File: config.mk
export PLATFORM = sky130hd
export DESIGN_NAME = shift_arbiter_flat
export DESIGN_NICKNAME = d
export VERILOG_FILES = /design/src/rtl/shift_arbiter_pkg.sv /design/src/rtl/shift_arbiter_if.sv /design/src/rtl/shift_arb_rr.sv /design/src/rtl/shift_arbiter.sv /design/src/flat_wrapper.sv
export SDC_FILE = /design/constraint.sdc
export NUM_CORES = 1
export LEC_CHECK = 0
export CAP_MARGIN = 10
export CORE_UTILIZATION = 39
export DETAILED_ROUTE_END_ITERATION = 7
export GPL_TIMING_DRIVEN = 1
export MAX_ROUTING_LAYER = met4
export PLACE_DENSITY = 0.87
export SYNTH_ARGS = -nofsm -noshare
export SYNTH_HDL_FRONTEND = slang
export SYNTH_SLANG_ARGS = --single-unit
File: constraint.sdc
create_clock -name clk -period 4.2 [get_ports clk]
set_clock_uncertainty 0.1 [all_clocks]
set_input_delay 0.42 -clock clk [delete_from_list [all_inputs] [get_ports clk]]
set_output_delay 0.42 -clock clk [all_outputs]
set_load 0.05 [all_outputs]
File: src/rtl/shift_arbiter_pkg.sv
// Shared definitions for the two-port shift arbiter: shifter op codes and default widths.
package shift_arbiter_pkg;

  localparam int DEF_DATA_W  = 32;
  localparam int DEF_SHAMT_W = 5;

  localparam logic [1:0] SH_SLL  = 2'b00;
  localparam logic [1:0] SH_SRL  = 2'b01;
  localparam logic [1:0] SH_PASS = 2'b10;
  localparam logic [1:0] SH_SRA  = 2'b11;

  // Port index of a one-hot two-bit grant (bit 1 set means port 1).
  function automatic logic grant_port(input logic [1:0] grant);
    return grant[1];
  endfunction

endpackage

File: src/rtl/shift_arbiter_if.sv
// Bundle of requester, response and shared-shifter signals around shift_arbiter.
interface shift_arbiter_if
  import shift_arbiter_pkg::*;
#(
  parameter int DATA_W  = DEF_DATA_W,
  parameter int SHAMT_W = DEF_SHAMT_W
);
  logic               req0_valid, req1_valid;
  logic               req0_ready, req1_ready;
  logic [1:0]         req0_fun, req1_fun;
  logic [SHAMT_W-1:0] req0_shamt, req1_shamt;
  logic [DATA_W-1:0]  req0_data, req1_data;
  logic               resp0_valid, resp1_valid;
  logic               resp0_ready, resp1_ready;
  logic [DATA_W-1:0]  resp0_data, resp1_data;
  logic [DATA_W-1:0]  sh_a, sh_b;
  logic [1:0]         sh_fun;
  logic [DATA_W-1:0]  sh_out;

  // Arbiter side.
  modport slave (
    input  req0_valid, req1_valid, req0_fun, req1_fun, req0_shamt, req1_shamt,
    input  req0_data, req1_data, resp0_ready, resp1_ready, sh_out,
    output req0_ready, req1_ready, resp0_valid, resp1_valid, resp0_data, resp1_data,
    output sh_a, sh_b, sh_fun
  );

  // Requester / shifter side.
  modport master (
    output req0_valid, req1_valid, req0_fun, req1_fun, req0_shamt, req1_shamt,
    output req0_data, req1_data, resp0_ready, resp1_ready, sh_out,
    input  req0_ready, req1_ready, resp0_valid, resp1_valid, resp0_data, resp1_data,
    input  sh_a, sh_b, sh_fun
  );
endinterface

File: src/rtl/shift_arb_rr.sv
// Two-way grant selection: a lone eligible port wins, on contention the port other than last.
module shift_arb_rr (
  input  logic [1:0] elig,
  input  logic       last,
  output logic [1:0] grant
);

  always_comb begin
    grant = elig;
    if (elig == 2'b11) grant = last ? 2'b01 : 2'b10;
  end

endmodule

File: src/rtl/shift_arbiter.sv
// Two-port arbiter in front of an external shared shifter, one result register per port.
// Define SHIFT_ARB_FIXED_PRIO_EN to make port 0 always win contention instead of round-robin.
module shift_arbiter
  import shift_arbiter_pkg::*;
#(
  parameter int DATA_W  = DEF_DATA_W,
  parameter int SHAMT_W = DEF_SHAMT_W
) (
  input logic           clk,
  input logic           reset,
  shift_arbiter_if.slave bus
);

  logic [1:0]        elig;
  logic [1:0]        grant_rr;
  logic [1:0]        grant;
  logic              last;
  logic [1:0]        vld_p1;
  logic [DATA_W-1:0] data_p1 [2];

  // A slot is free if empty or being drained this same cycle.
  assign elig[0] = bus.req0_valid && (!vld_p1[0] || bus.resp0_ready);
  assign elig[1] = bus.req1_valid && (!vld_p1[1] || bus.resp1_ready);

  shift_arb_rr u_rr (
    .elig  (elig),
    .last  (last),
    .grant (grant_rr)
  );

  assign grant          = reset ? 2'b00 : grant_rr;
  assign bus.req0_ready = grant[0];
  assign bus.req1_ready = grant[1];

  always_comb begin
    bus.sh_a   = '0;
    bus.sh_b   = '0;
    bus.sh_fun = 2'b00;
    if (grant[0]) begin
      bus.sh_a   = DATA_W'(bus.req0_shamt);
      bus.sh_b   = bus.req0_data;
      bus.sh_fun = bus.req0_fun;
    end else if (grant[1]) begin
      bus.sh_a   = DATA_W'(bus.req1_shamt);
      bus.sh_b   = bus.req1_data;
      bus.sh_fun = bus.req1_fun;
    end
  end

`ifdef SHIFT_ARB_FIXED_PRIO_EN
  assign last = 1'b1;
`else
  always_ff @(posedge clk) begin
    if (reset)      last <= 1'b1;
    else if (|grant) last <= grant_port(grant);
  end
`endif

  // ---- p1: result registers, written one cycle after grant ----
  always_ff @(posedge clk) begin
    if (reset) begin
      vld_p1     <= 2'b00;
      data_p1[0] <= '0;
      data_p1[1] <= '0;
    end else begin
      if (grant[0]) begin
        vld_p1[0]  <= 1'b1;
        data_p1[0] <= bus.sh_out;
      end else if (bus.resp0_ready) begin
        vld_p1[0] <= 1'b0;
      end
      if (grant[1]) begin
        vld_p1[1]  <= 1'b1;
        data_p1[1] <= bus.sh_out;
      end else if (bus.resp1_ready) begin
        vld_p1[1] <= 1'b0;
      end
    end
  end

  assign bus.resp0_valid = vld_p1[0];
  assign bus.resp1_valid = vld_p1[1];
  assign bus.resp0_data  = data_p1[0];
  assign bus.resp1_data  = data_p1[1];

endmodule

File: src/flat_wrapper.sv
// flat-port wrapper written by rule: the top's interface ports become plain ports
module shift_arbiter_flat import shift_arbiter_pkg::*;
#(
  parameter int DATA_W  = DEF_DATA_W,
  parameter int SHAMT_W = DEF_SHAMT_W
)
  (clk, reset, bus_req0_valid, bus_req1_valid, bus_req0_fun, bus_req1_fun, bus_req0_shamt, bus_req1_shamt, bus_req0_data, bus_req1_data, bus_resp0_ready, bus_resp1_ready, bus_sh_out, bus_req0_ready, bus_req1_ready, bus_resp0_valid, bus_resp1_valid, bus_resp0_data, bus_resp1_data, bus_sh_a, bus_sh_b, bus_sh_fun);
  shift_arbiter_if #(.DATA_W(DATA_W), .SHAMT_W(SHAMT_W)) bus_i ();
  input logic clk;
  input logic reset;
  input wire logic [$bits(bus_i.req0_valid)-1:0] bus_req0_valid;
  input wire logic [$bits(bus_i.req1_valid)-1:0] bus_req1_valid;
  input wire logic [$bits(bus_i.req0_fun)-1:0] bus_req0_fun;
  input wire logic [$bits(bus_i.req1_fun)-1:0] bus_req1_fun;
  input wire logic [$bits(bus_i.req0_shamt)-1:0] bus_req0_shamt;
  input wire logic [$bits(bus_i.req1_shamt)-1:0] bus_req1_shamt;
  input wire logic [$bits(bus_i.req0_data)-1:0] bus_req0_data;
  input wire logic [$bits(bus_i.req1_data)-1:0] bus_req1_data;
  input wire logic [$bits(bus_i.resp0_ready)-1:0] bus_resp0_ready;
  input wire logic [$bits(bus_i.resp1_ready)-1:0] bus_resp1_ready;
  input wire logic [$bits(bus_i.sh_out)-1:0] bus_sh_out;
  output wire logic [$bits(bus_i.req0_ready)-1:0] bus_req0_ready;
  output wire logic [$bits(bus_i.req1_ready)-1:0] bus_req1_ready;
  output wire logic [$bits(bus_i.resp0_valid)-1:0] bus_resp0_valid;
  output wire logic [$bits(bus_i.resp1_valid)-1:0] bus_resp1_valid;
  output wire logic [$bits(bus_i.resp0_data)-1:0] bus_resp0_data;
  output wire logic [$bits(bus_i.resp1_data)-1:0] bus_resp1_data;
  output wire logic [$bits(bus_i.sh_a)-1:0] bus_sh_a;
  output wire logic [$bits(bus_i.sh_b)-1:0] bus_sh_b;
  output wire logic [$bits(bus_i.sh_fun)-1:0] bus_sh_fun;
  assign bus_i.req0_valid = bus_req0_valid;
  assign bus_i.req1_valid = bus_req1_valid;
  assign bus_i.req0_fun = bus_req0_fun;
  assign bus_i.req1_fun = bus_req1_fun;
  assign bus_i.req0_shamt = bus_req0_shamt;
  assign bus_i.req1_shamt = bus_req1_shamt;
  assign bus_i.req0_data = bus_req0_data;
  assign bus_i.req1_data = bus_req1_data;
  assign bus_i.resp0_ready = bus_resp0_ready;
  assign bus_i.resp1_ready = bus_resp1_ready;
  assign bus_i.sh_out = bus_sh_out;
  assign bus_req0_ready = bus_i.req0_ready;
  assign bus_req1_ready = bus_i.req1_ready;
  assign bus_resp0_valid = bus_i.resp0_valid;
  assign bus_resp1_valid = bus_i.resp1_valid;
  assign bus_resp0_data = bus_i.resp0_data;
  assign bus_resp1_data = bus_i.resp1_data;
  assign bus_sh_a = bus_i.sh_a;
  assign bus_sh_b = bus_i.sh_b;
  assign bus_sh_fun = bus_i.sh_fun;
  shift_arbiter #(.DATA_W(DATA_W), .SHAMT_W(SHAMT_W)) u_core (.clk(clk), .reset(reset), .bus(bus_i));
endmodule
==> Flow_metrics.wiki <==
{| class="wikitable"
! Metric !! Value
|-
| Count of flip-flops with a built-in enable after synthesis || 64
|-
| Num CTS Buffers || 9
|-
| Overall via count from detail_route || 3063
|-
| Via count of the first global-routing pass || 3000
|-
| Fmax achieved || 295 MHz
|-
| Top-level port count || 250
|-
| Layout Nets || 619
|-
| Iteration-0 DRC Markers || 110
|-
| Placed cell count || 621
|-
| Synth async-reset ratio || 0%
|-
| Die Wd || 99.7 µm
|-
| Wire length of the first global-routing pass || 15.3 mm
|-
| Leading cell type by number of instances after synthesis || sky130_fd_sc_hd__edfxtp_1
|-
| Maximum buffer depth of the clock tree || 2
|-
| Drt wl/cell || 16.0 µm
|-
| Capturing element type of the critical path || output port
|-
| Routed vias/inst || 4.81
|-
| Setup TNS Final || 0 ps
|-
| Remaining global-route overflow || 0
|-
| Hold Violations, Final || 0
|-
| Kind of critical path || in2out
|-
| Number of synthesized register bits || 67
|-
| Number of max-slew violations in the final report || 0
|-
| Register area share after synthesis || 53.2%
|-
| RSZ-0062 raised after global routing || false
|-
| Final clock period utilization by the worst path || 80.6%
|-
| Final setup slack of the worst path || 814 ps
|-
| Netlist area before placement || 0.00372 mm²
|-
| IR drop worst, VDD || 0.191 mV
|-
| Class of the worst hold path || reg2reg
|-
| DRC violations left || 0
|-
| Count of antenna diodes in the layout || 0
|-
| Number of post-CTS setup repair buffers || 0
|-
| Minimum clock period || 3390 ps
|-
| Clock tree from TritonCTS || built
|-
| H-tree levels || 3
|-
| HPWL reported at the end of detailed placement || 7.51 mm
|-
| Antenna violations before repair || 0
|-
| Area growth from synthesis to final layout || 64.5%
|-
| PortBufs || 222
|-
| DR pass1 iterations || 4
|-
| Final estimated routing congestion in global placement || 0.736
|-
| Die ar. || 0.00995 mm²
|-
| Post_cts resized || 0
|-
| Number of distinct library cells after synthesis || 20
|-
| Arrival time of the worst setup path || 2870 ps
|-
| Nature of the critical path startpoint || input port
|-
| Tot Pwr || 2.14 mW
|-
| Global router's overall resource usage || 20.6%
|-
| Total routed wirelength || 10.2 mm
|-
| Leakage power || 2.28 nW
|-
| Number of failing setup endpoints in the final timing report || 0
|-
| Clock sink count || 67
|-
| Filler Cells Inserted || 661
|-
| Data required time at the worst endpoint || 3680 ps
|-
| Post-Layout Cell Count || 637
|-
| Hold_buf cts || 0
|-
| Ratio of cells with drive above 1 in the final layout || 12.4%
|-
| Worst-Margin Slew || 681 ps
|-
| Areal power density over the cells || 349 mW/mm²
|-
| Leading cell types by total area after synthesis || sky130_fd_sc_hd__edfxtp_1 52%, sky130_fd_sc_hd__o32ai_2 17%, sky130_fd_sc_hd__nand2b_1 7.4%, sky130_fd_sc_hd__nor3b_1 6.4%, sky130_fd_sc_hd__buf_4 6.2%
|-
| Final Util || 66.3%
|-
| MaxCap Viol Count || 0
|-
| Placement row count || 35
|-
| Initial Util || 40.3%
|-
| Outcome || finished, final reports clean
|-
| Master cell of the clock root buffer || sky130_fd_sc_hd__clkbuf_8
|-
| Chip height || 99.7 µm
|-
| Mapped Cells || 288
|-
| Later-pin clock latency in the skew report || 330 ps
|-
| Relative slew margins || 54.6%
|-
| Library cell with the largest summed area after synthesis || sky130_fd_sc_hd__edfxtp_1
|-
| Fraction of synthesized cell area taken by the top area cell type || 51.6%
|-
| Yosys warns || 0
|-
| Post-synth top cells || 64 x sky130_fd_sc_hd__edfxtp_1, 44 x sky130_fd_sc_hd__nand2b_1, 39 x sky130_fd_sc_hd__inv_1, 39 x sky130_fd_sc_hd__o32ai_2, 32 x sky130_fd_sc_hd__nor3b_1
|-
| Dominant register cell in the synthesized netlist || sky130_fd_sc_hd__edfxtp_1
|-
| Register clock-pin slew on the reported worst setup and hold paths || 60 ps
|-
| Worst-path maximum fanout || 40
|-
| Pin count of the biggest net entering global routing || 54
|-
| ANT nets after route || 0
|-
| Core Footprint || 0.00924 mm²
|-
| Pre-CTS setup slack || 805 ps
|-
| Average footprint of a synthesized cell || 12.9 µm²
|}
[sequential cells by signal, indices dropped and copies added, names as in the netlist]
| name | cells |
|---|---|
| u_core.vld_p1 | 2 |
| u_core.last | 1 |
| u_core.data_p1 | 64 |
[logic make-up after synthesis]
kind of cell,count (synthesis),synth area share [%]
buf+inv,90,13.2
simple gates,83,14.7
flops,67,53.2
compound gates,47,18.8
other cells,1,0.101
[per-layer routing]
| layer | wire length [µm] | vias to the layer above | global-route usage, % |
|---|---|---|---|
| met2 | 5370 | 178 | 36.6 |
| met4 | 269 | 0 | 8.71 |
| met3 | 749 | 21 | 4.50 |
| met5 | 0 | - | - |
| met1 | 3830 | 1451 | 22.3 |
| li1 | - | 1413 | - |
[stage by stage]
stage	cell area, µm²	hold slack, ps
final	6130	391
after global routing	6130	431
after CTS	6130	392
after detailed placement	5940	376
after global placement	5940	365
after floorplan	3820	349
[cell usage in the layout (no fill, tap or decap), types with 2 or more instances in the layout]
cell type,instances
sky130_fd_sc_hd__o211ai_4,2
sky130_fd_sc_hd__nor3b_1,32
sky130_fd_sc_hd__conb_1,27
sky130_fd_sc_hd__nor2_1,2
sky130_fd_sc_hd__clkbuf_8,9
sky130_fd_sc_hd__inv_1,39
sky130_fd_sc_hd__clkinv_2,2
sky130_fd_sc_hd__a21oi_1,2
sky130_fd_sc_hd__nand2_1,2
sky130_fd_sc_hd__clkdlybuf4s50_1,221
sky130_fd_sc_hd__clkinv_1,2
sky130_fd_sc_hd__buf_4,7
sky130_fd_sc_hd__edfxtp_1,64
sky130_fd_sc_hd__nand2b_1,44
sky130_fd_sc_hd__nor2b_1,2
sky130_fd_sc_hd__o21ai_0,2
sky130_fd_sc_hd__o32ai_2,39
sky130_fd_sc_hd__dfxtp_1,3
[power by group]
part / switching, mW / internal, mW / total, mW
combinational: 0.525 / 0.294 / 0.820
clock: 0.231 / 0.269 / 0.500
sequential: 0.0197 / 0.801 / 0.821
[critical path, cell delays in order]
cell,delay (ps)
sky130_fd_sc_hd__clkdlybuf4s50_1,580
sky130_fd_sc_hd__nand2b_1,160
sky130_fd_sc_hd__o211ai_4,180
sky130_fd_sc_hd__buf_4,540
sky130_fd_sc_hd__o32ai_2,210
sky130_fd_sc_hd__clkdlybuf4s50_1,740
[path summary, 6_finish.rpt]
| path | startpoint | end | slack, ps | cells after the start |
|---|---|---|---|---|
| hold reg to reg | u_core.last | u_core.last | 390 | 1 |
| setup reg to reg | u_core.vld_p1[0] | u_core.data_p1[0][34] | 1720 | 5 |
| hold / removal | u_core.last | u_core.last | 390 | 1 |
| setup / recovery | bus_req1_valid | bus_sh_b[8] | 810 | 6 |
[cell type report]
| type | instances | area (µm²) | area share, % |
|---|---|---|---|
| repair buffers | 229 | 2280 | 37.3 |
| flip-flops and latches | 67 | 1980 | 32.4 |
| multi-input cells | 157 | 1370 | 22.3 |
| well taps | 129 | 161 | 2.63 |
| inverters | 39 | 146 | 2.39 |
| clock buffers | 10 | 128 | 2.08 |
| clock inverters | 6 | 56.3 | 0.919 |
Power figures use the tool's default switching activity.
